[src/rtl/ro_meas_ctrl.sv]
// Ring oscillator sequencer and frequency meter: gates the ring, lets it settle,
// then counts synchronized rising edges of its output over a clk-cycle window.
//
// state     | meaning
// ----------+--------------------------------------------------------------
// S_IDLE    | ring gated off, waiting for start
// S_SETTLE  | ring enabled, edges ignored until the settle timer expires
// S_MEASURE | ring enabled, edge pulses counted until the window timer expires
// S_DONE    | one-cycle result strobe; rearm the window (cont) or go idle
module ro_meas_ctrl #(
   parameter int CNT_W      = 16,
   parameter int SETTLE_CYC = 8,
   parameter int WIN_BASE   = 256,
   parameter int SEL_W      = 3
) (
   input  logic             clk,
   input  logic             rst,
   input  logic             start,
   input  logic             abort,
   input  logic             cont,
   input  logic [SEL_W-1:0] win_sel,
   input  logic             ro_in,
   output logic             ro_en,
   output logic             busy,
   output logic             done,
   output logic             valid,
   output logic [CNT_W-1:0] count,
   output logic             overflow
);

   localparam int WIN_W = $clog2(WIN_BASE) + (1 << SEL_W);
   localparam int SET_W = $clog2(SETTLE_CYC + 1);
   localparam int TMR_W = (WIN_W > SET_W) ? WIN_W : SET_W;

   typedef enum logic [1:0] {
      S_IDLE,
      S_SETTLE,
      S_MEASURE,
      S_DONE
   } state_t;

   state_t           state;
   logic [2:0]       ro_sync;
   logic             edge_pulse;
   logic [SEL_W-1:0] sel_q;
   logic [TMR_W-1:0] tmr;
   logic             tmr_tc;
   logic [CNT_W-1:0] edge_cnt;
   logic             ovf_acc;
   logic [CNT_W-1:0] cnt_next;
   logic             ovf_next;

   // Terminal value of the window down-counter: window length minus one.
   function automatic logic [TMR_W-1:0] win_last(input logic [SEL_W-1:0] sel);
      return (TMR_W'(WIN_BASE) << sel) - TMR_W'(1);
   endfunction

   assign edge_pulse = ro_sync[1] & ~ro_sync[2];
   assign tmr_tc     = (tmr == '0);

   always_comb begin
      cnt_next = edge_cnt;
      ovf_next = ovf_acc;
      if (edge_pulse) begin
         if (&edge_cnt) ovf_next = 1'b1;
         else           cnt_next = edge_cnt + CNT_W'(1);
      end
   end

   always_ff @(posedge clk) begin
      if (rst) begin
         state    <= S_IDLE;
         ro_sync  <= '0;
         sel_q    <= '0;
         tmr      <= '0;
         edge_cnt <= '0;
         ovf_acc  <= 1'b0;
         ro_en    <= 1'b0;
         busy     <= 1'b0;
         done     <= 1'b0;
         valid    <= 1'b0;
         count    <= '0;
         overflow <= 1'b0;
      end else begin
         ro_sync <= {ro_sync[1:0], ro_in};
         done    <= 1'b0;
         case (state)
            S_IDLE: begin
               ro_en <= 1'b0;
               busy  <= 1'b0;
               if (start && !abort) begin
                  sel_q    <= win_sel;
                  edge_cnt <= '0;
                  ovf_acc  <= 1'b0;
                  tmr      <= TMR_W'(SETTLE_CYC);
                  busy     <= 1'b1;
                  state    <= S_SETTLE;
               end
            end
            S_SETTLE: begin
               if (abort) begin
                  ro_en <= 1'b0;
                  busy  <= 1'b0;
                  state <= S_IDLE;
               end else begin
                  ro_en <= 1'b1;
                  if (tmr_tc) begin
                     tmr   <= win_last(sel_q);
                     state <= S_MEASURE;
                  end else begin
                     tmr <= tmr - TMR_W'(1);
                  end
               end
            end
            S_MEASURE: begin
               if (abort) begin
                  ro_en <= 1'b0;
                  busy  <= 1'b0;
                  state <= S_IDLE;
               end else begin
                  edge_cnt <= cnt_next;
                  ovf_acc  <= ovf_next;
                  if (tmr_tc) begin
                     // Result includes the final window cycle's pulse.
                     count    <= cnt_next;
                     overflow <= ovf_next;
                     valid    <= 1'b1;
                     done     <= 1'b1;
                     ro_en    <= cont;
                     state    <= S_DONE;
                  end else begin
                     tmr <= tmr - TMR_W'(1);
                  end
               end
            end
            S_DONE: begin
               if (cont && !abort) begin
                  sel_q    <= win_sel;
                  tmr      <= win_last(win_sel);
                  edge_cnt <= '0;
                  ovf_acc  <= 1'b0;
                  ro_en    <= 1'b1;
                  state    <= S_MEASURE;
               end else begin
                  ro_en <= 1'b0;
                  busy  <= 1'b0;
                  state <= S_IDLE;
               end
            end
            default: begin
               ro_en <= 1'b0;
               busy  <= 1'b0;
               state <= S_IDLE;
            end
         endcase
      end
   end

endmodule
[config.mk]
export PLATFORM = sky130hd
export DESIGN_NAME = ro_meas_ctrl
export DESIGN_NICKNAME = d
export VERILOG_FILES = /design/src/rtl/ro_meas_ctrl.sv
export SDC_FILE = /design/constraint.sdc
export NUM_CORES = 1
export LEC_CHECK = 0
export ABC_AREA = 1
export BUFFER_PORTS_ARGS = -buffer_cell sky130_fd_sc_hd__buf_2
export CAP_MARGIN = 10
export CORE_MARGIN = 5
export CORE_UTILIZATION = 30
export DETAILED_ROUTE_END_ITERATION = 8
export HOLD_SLACK_MARGIN = 0.1
export SLEW_MARGIN = 20
export SYNTH_ARGS = -nofsm -noshare
export SYNTH_HDL_FRONTEND = slang
export SYNTH_SLANG_ARGS = --single-unit
[constraint.sdc]
create_clock -name clk -period 4.03 [get_ports clk]
set_input_delay 0.806 -clock clk [delete_from_list [all_inputs] [get_ports clk]]
set_output_delay 0.806 -clock clk [all_outputs]
set_load 0.05 [all_outputs]
* Word-level counts from Yosys, hierarchy flattened
Cells that the tools add are included.
** Word-level totals
- Register bits after elaboration :: 62
- Input bits :: 9
- Word-level logic and storage cells :: 89
- Output and inout bits :: 21
** Operators by class
- Mux-type cells :: 39
- Shift operators :: 2
- Bitwise logic cells :: 4
- Reductions and logical operators :: 16
- Equality and inequality tests :: 12
- $add $sub $neg :: 4
** Operator list (number)
- 16-bit two-way mux :: 11
- 16-bit case mux with 4 select lines :: 1
- 16-bit case mux with 3 select lines :: 1
- 9-bit by 3-bit left shift with 16-bit output, first input constant :: 2
- 16-bit by 2-bit subtractor with 16-bit output, second input constant :: 2
- 16-bit by 1-bit adder with 16-bit output, second input constant :: 1
- 16-bit zero test :: 1
- 16-bit AND reduction :: 1
- 16-bit by 1-bit subtractor with 16-bit output, second input constant :: 1
- 1-bit two-way mux :: 13
- 2-bit two-way mux :: 6
- 2-bit != test, second input constant :: 6
- 3-bit AND reduction :: 3
- 2-bit case mux with 4 select lines :: 1
- 3-bit two-way mux :: 2
- 3-bit != test, second input constant :: 2
- 1-bit case mux with 3 select lines :: 2
- 3-bit case mux with 2 select lines :: 1
- 5-bit AND reduction :: 1
- 2-bit equality test, second input constant :: 2
- 1-bit case mux with 4 select lines :: 1
- 4-bit AND reduction :: 1
- 1-bit NOT :: 3
- 3-bit nonzero test :: 1
- 10 further kinds :: 11

* Depth between registers and ports, before layout
- Depth after elaboration :: 5
- Gate-level depth with buffers :: 14
- Mapped depth without buffers :: 14

* Least setup slack after synthesis
Ideal clock, no wire load.
- Path type :: input to register
- Start :: input port abort
- End :: register tmr[15]
- Setup time :: 0.068 ns
- Path buffers :: 1
- Data arrival time :: 1.733 ns
- Stages :: 10
- Required time :: 3.962 ns
- Setup slack :: 2.229 ns
- Cells stage by stage :: inv_2 > nand2_1 > nand2_1 > nand2_1 > a21oi_2 > nand2_4 > nor2_8 > buf_12 > nand4_4 > a21oi_2
** On the way
- Cells in the longest elaborated chain, start to end :: 4
- Elaborated cells on any way between the ends :: 8
- Those cells by class :: eq/ne (4); reduce/logical (4)
** RTL lines
- start, declared :: RTL line 19 : input logic abort,
- 1-bit zero test :: RTL line 91, 137
- 1-bit logical AND (on tied branches) :: RTL line 137, 91
- 2-bit != test (no source line)
- 5-bit AND reduction (no source line) (*)
- end signal, assigned :: RTL line 95 : tmr <= TMR_W'(SETTLE_CYC);
- end signal, assigned :: RTL line 132 : tmr <= tmr - TMR_W'(1);
- end signal, assigned :: RTL line 139 : tmr <= win_last(win_sel);
- end, declared :: RTL line 46 : logic [TMR_W-1:0] tmr;
Every way passes the cells marked *; elsewhere a longest branch is shown, timed or not.
A chain may end at the register's enable or synchronous reset.

* Final worst setup path
- Start :: register state[0]
- End :: register count[14]
** On the way
- Cells in the longest elaborated chain, start to end :: 2
** RTL lines
- start, declared :: RTL line 42 : state_t state;
- start signal, assigned :: RTL line 72 : state <= S_IDLE;
- start signal, assigned :: RTL line 97 : state <= S_SETTLE;
- start signal, assigned :: RTL line 104 : state <= S_IDLE;
- 2-bit equality test :: RTL line 87 : case (state)
- 3-bit AND reduction (no source line)
- end signal, assigned :: RTL line 125 : count <= cnt_next;
- end, declared :: RTL line 27 : output logic [CNT_W-1:0] count,
Every way passes these cells.

==> qor.txt <==
Status: finished clean
Synth Net Count: 597
CP arrival: 2.56 ns
Top cells by area, synth: dfxtp_1 (32%), nand2_1 (14%), nand3_1 (7.2%)
# Max-Cap Violations: 0
Core area: 12570 µm²
H-tree level count: 3
Synth top area share: 32.34%
Flop2flop setup slack: 1.75 ns
CTS tree: yes
Port bufs: 29
Synth unique cells: 40
Initial antenna violation count: 0
P_leak: 1.917 nW
Gpl congestion: 0.8885
Number of flops mapped to enable cells by yosys: 0
Total power: 0.003386 W
Top cells by count, synth: nand2_1 (139), nor2_1 (65), dfxtp_1 (62), inv_1 (58), nand3_1 (55)
Most common cell in the netlist: nand2_1
Clock Path Buffers: 2
Minimum clock period: 2.279 ns
Sequential share of power: 25.1%
Crit-path max cell delay: 0.58 ns
Final Cycle Share: 56.56%
Clk pwr share: 23.1%
Chip Width: 123.1 µm
Setup TNS: 0 ns
Worst-path fanout max: 20
Final HPWL DP: 7064 µm
Pre-Repair DR Iteration Count: 4
Clk_skew: 0.006030 ns
Worst Tran Pin Value: 0.8134 ns
NetSw: 0.001615 W
Average size of a mapped cell: 6.651 µm²
Grt total ovfl: 0
Switch share: 47.71%
Area grow syn2layout: 14.41%
Overall Global Routing Usage: 13.71%
Sequential fraction of the synthesis area: 32.34%
WL final: 9780 µm
CP bufs+invs: 4
# IOs: 30
Yosys top cell by area: dfxtp_1
Chip Height: 123.1 µm
Final ANT Viol Nets: 0
Post-synthesis cell count: 577
Mapped Area: 3837 µm²
Maximum vdd drop: 280.6 µV
Diode count: 0
Layout Cells excl Fill: 776
Hold_buf cts: 0
Clock Latency Late Sink: 0.33 ns
Max Fclk: 0.4388 GHz
Vias post-DR: 3700
Setup Buffers After CTS: 0
Internal power: 0.001770 W
Max Transition Viols Final: 0
RSZ-0062 raised after global routing: no
Register bit total from synthesis: 62
Worst Hold Class: reg2reg
Final Hold Fails: 0
Setup violations, final: 0
Worst-path clk slew: 0.06 ns
Post-cts sizing count: 0
Syn. warnings: 0
Critical Path Sink Type: flop
DR WL/cell: 12.60 µm
FP Rows: 41
CP max-delay cell: nor2_2
Vias per cell: 4.768
Most used cell, CP: inv_1
Initial core utilization: 30.53%
Root Driver: clkbuf_16
Data required, critical path: 4.31 ns
Power per cell area: 771.2 nW/µm²
Post-synth top flop: dfxtp_1
Type of the worst setup path: reg2reg
Startpoint types: flop
Final Core Density: 34.93%
Vias in the first global route: 3645
First-pass GRT wire length: 16690 µm
Total Die Area: 15150 µm²
Placed Cells: 760
Worst-path cell chain: inv_1 -> ha_1 -> inv_2 -> nor2_1 -> inv_1 -> nor2_2 -> o21ai_0 -> o21bai_1 -> inv_1
CTS buffer count: 9
Clk sink count: 62
Initial drt markers: 249
Gate power share: 51.8%
Async SR Flop Fraction: 0%
Final nets: 619
Slew margin rel.: 45.71%
# DRC: 0
Share of cells above drive strength 1: 13.41%
Cell family with most CP delay: simple AND/OR/NAND/NOR gates
Pin count of the biggest net entering global routing: 39
-- cell usage in the layout, fill, tap and decap left out, drive strengths merged, types with 10 or more instances in the layout --
| master | count |
|---|---|
| dfxtp | 62 |
| ha | 11 |
| nor2 | 76 |
| buf | 30 |
| o21ai | 39 |
| inv | 62 |
| nand2 | 146 |
| nand3 | 56 |
| a21oi | 50 |
| clkbuf | 10 |
| xor2 | 15 |
-- worst register-to-register path, cell delays in order, from the launching register on --
cell and delay [ns]:
dfxtp_1 0.35, inv_1 0.15, ha_1 0.31, inv_2 0.10
nor2_1 0.26, inv_1 0.09, nor2_2 0.58, o21ai_0 0.16
o21bai_1 0.19, inv_1 0.05
-- path summary, 6_finish.rpt --
path / end / cells after the start / from
worst max-delay path: count[14] / 9 / state[0]
worst min-delay path: ro_sync[1] / 2 / ro_sync[0]
worst max register to register: count[14] / 9 / state[0]
worst min register to register: ro_sync[1] / 2 / ro_sync[0]
-- cell families after synthesis --
| family | Yosys count | share of synthesized area, % |
|---|---|---|
| flops | 62 | 32.34 |
| simple gates | 298 | 35.21 |
| compound gates | 106 | 15.46 |
| xor+xnor | 19 | 4.336 |
| fa+ha+maj | 11 | 3.587 |
| buf+inv | 81 | 9.064 |
-- layout make-up --
type / count / area (µm²)
Sequential cell: 62 / 1241
Clock buffer: 10 / 239.0
Multi-Input combinational cell: 434 / 2248
Inverter: 62 / 232.7
Clock inverter: 6 / 61.31
Timing Repair Buffer: 30 / 152.6
Fill cell: 1350 / 8178
Tap cell: 172 / 215.2
-- flip-flops by register name, indices dropped and copies added, names as in the netlist --
signal and flops:
valid 1, ovf_acc 1, done 1, edge_cnt 16, tmr 16, ro_en 1, count 16, busy 1
state 2, sel_q 3, ro_sync 3, overflow 1
-- layer usage --
| layer | up-vias | GRT usage, % | wire length (µm) |
|---|---|---|---|
| li1 | 1915 | - | - |
| met2 | 56 | 24.39 | 4876 |
| met1 | 1717 | 16.06 | 4448 |
| met5 | - | 0 | 0 |
| met3 | 12 | 3.568 | 308 |
| met4 | 0 | 4.360 | 146 |
-- power groups by stage --
stage | logic (W) | registers [W] | clock network (W)
after global routing | 0.00198 | 0.000868 | 0.000827
after detailed placement | 0.00176 | 0.000863 | 0
after CTS | 0.00177 | 0.000851 | 0.000802
after global placement | 0.00173 | 0.000860 | 0
after floorplan | 0.00128 | 0.000999 | 0
final | 0.00175 | 0.000851 | 0.000781
-- per-stage QoR --
step / cell area (µm²) / hold WS [ns] / setup slack, ns
4_1_cts: 4390 / 0.4005 / 1.741
6_report: 4390 / 0.3991 / 1.751
2_1_floorplan: 3837 / 0.3883 / 2.229
3_5_place_dp: 4090 / 0.3925 / 1.670
3_3_place_gp: 4090 / 0.3932 / 1.691
5_1_grt: 4390 / 0.4310 / 1.395
Power figures use the tool's default switching activity.
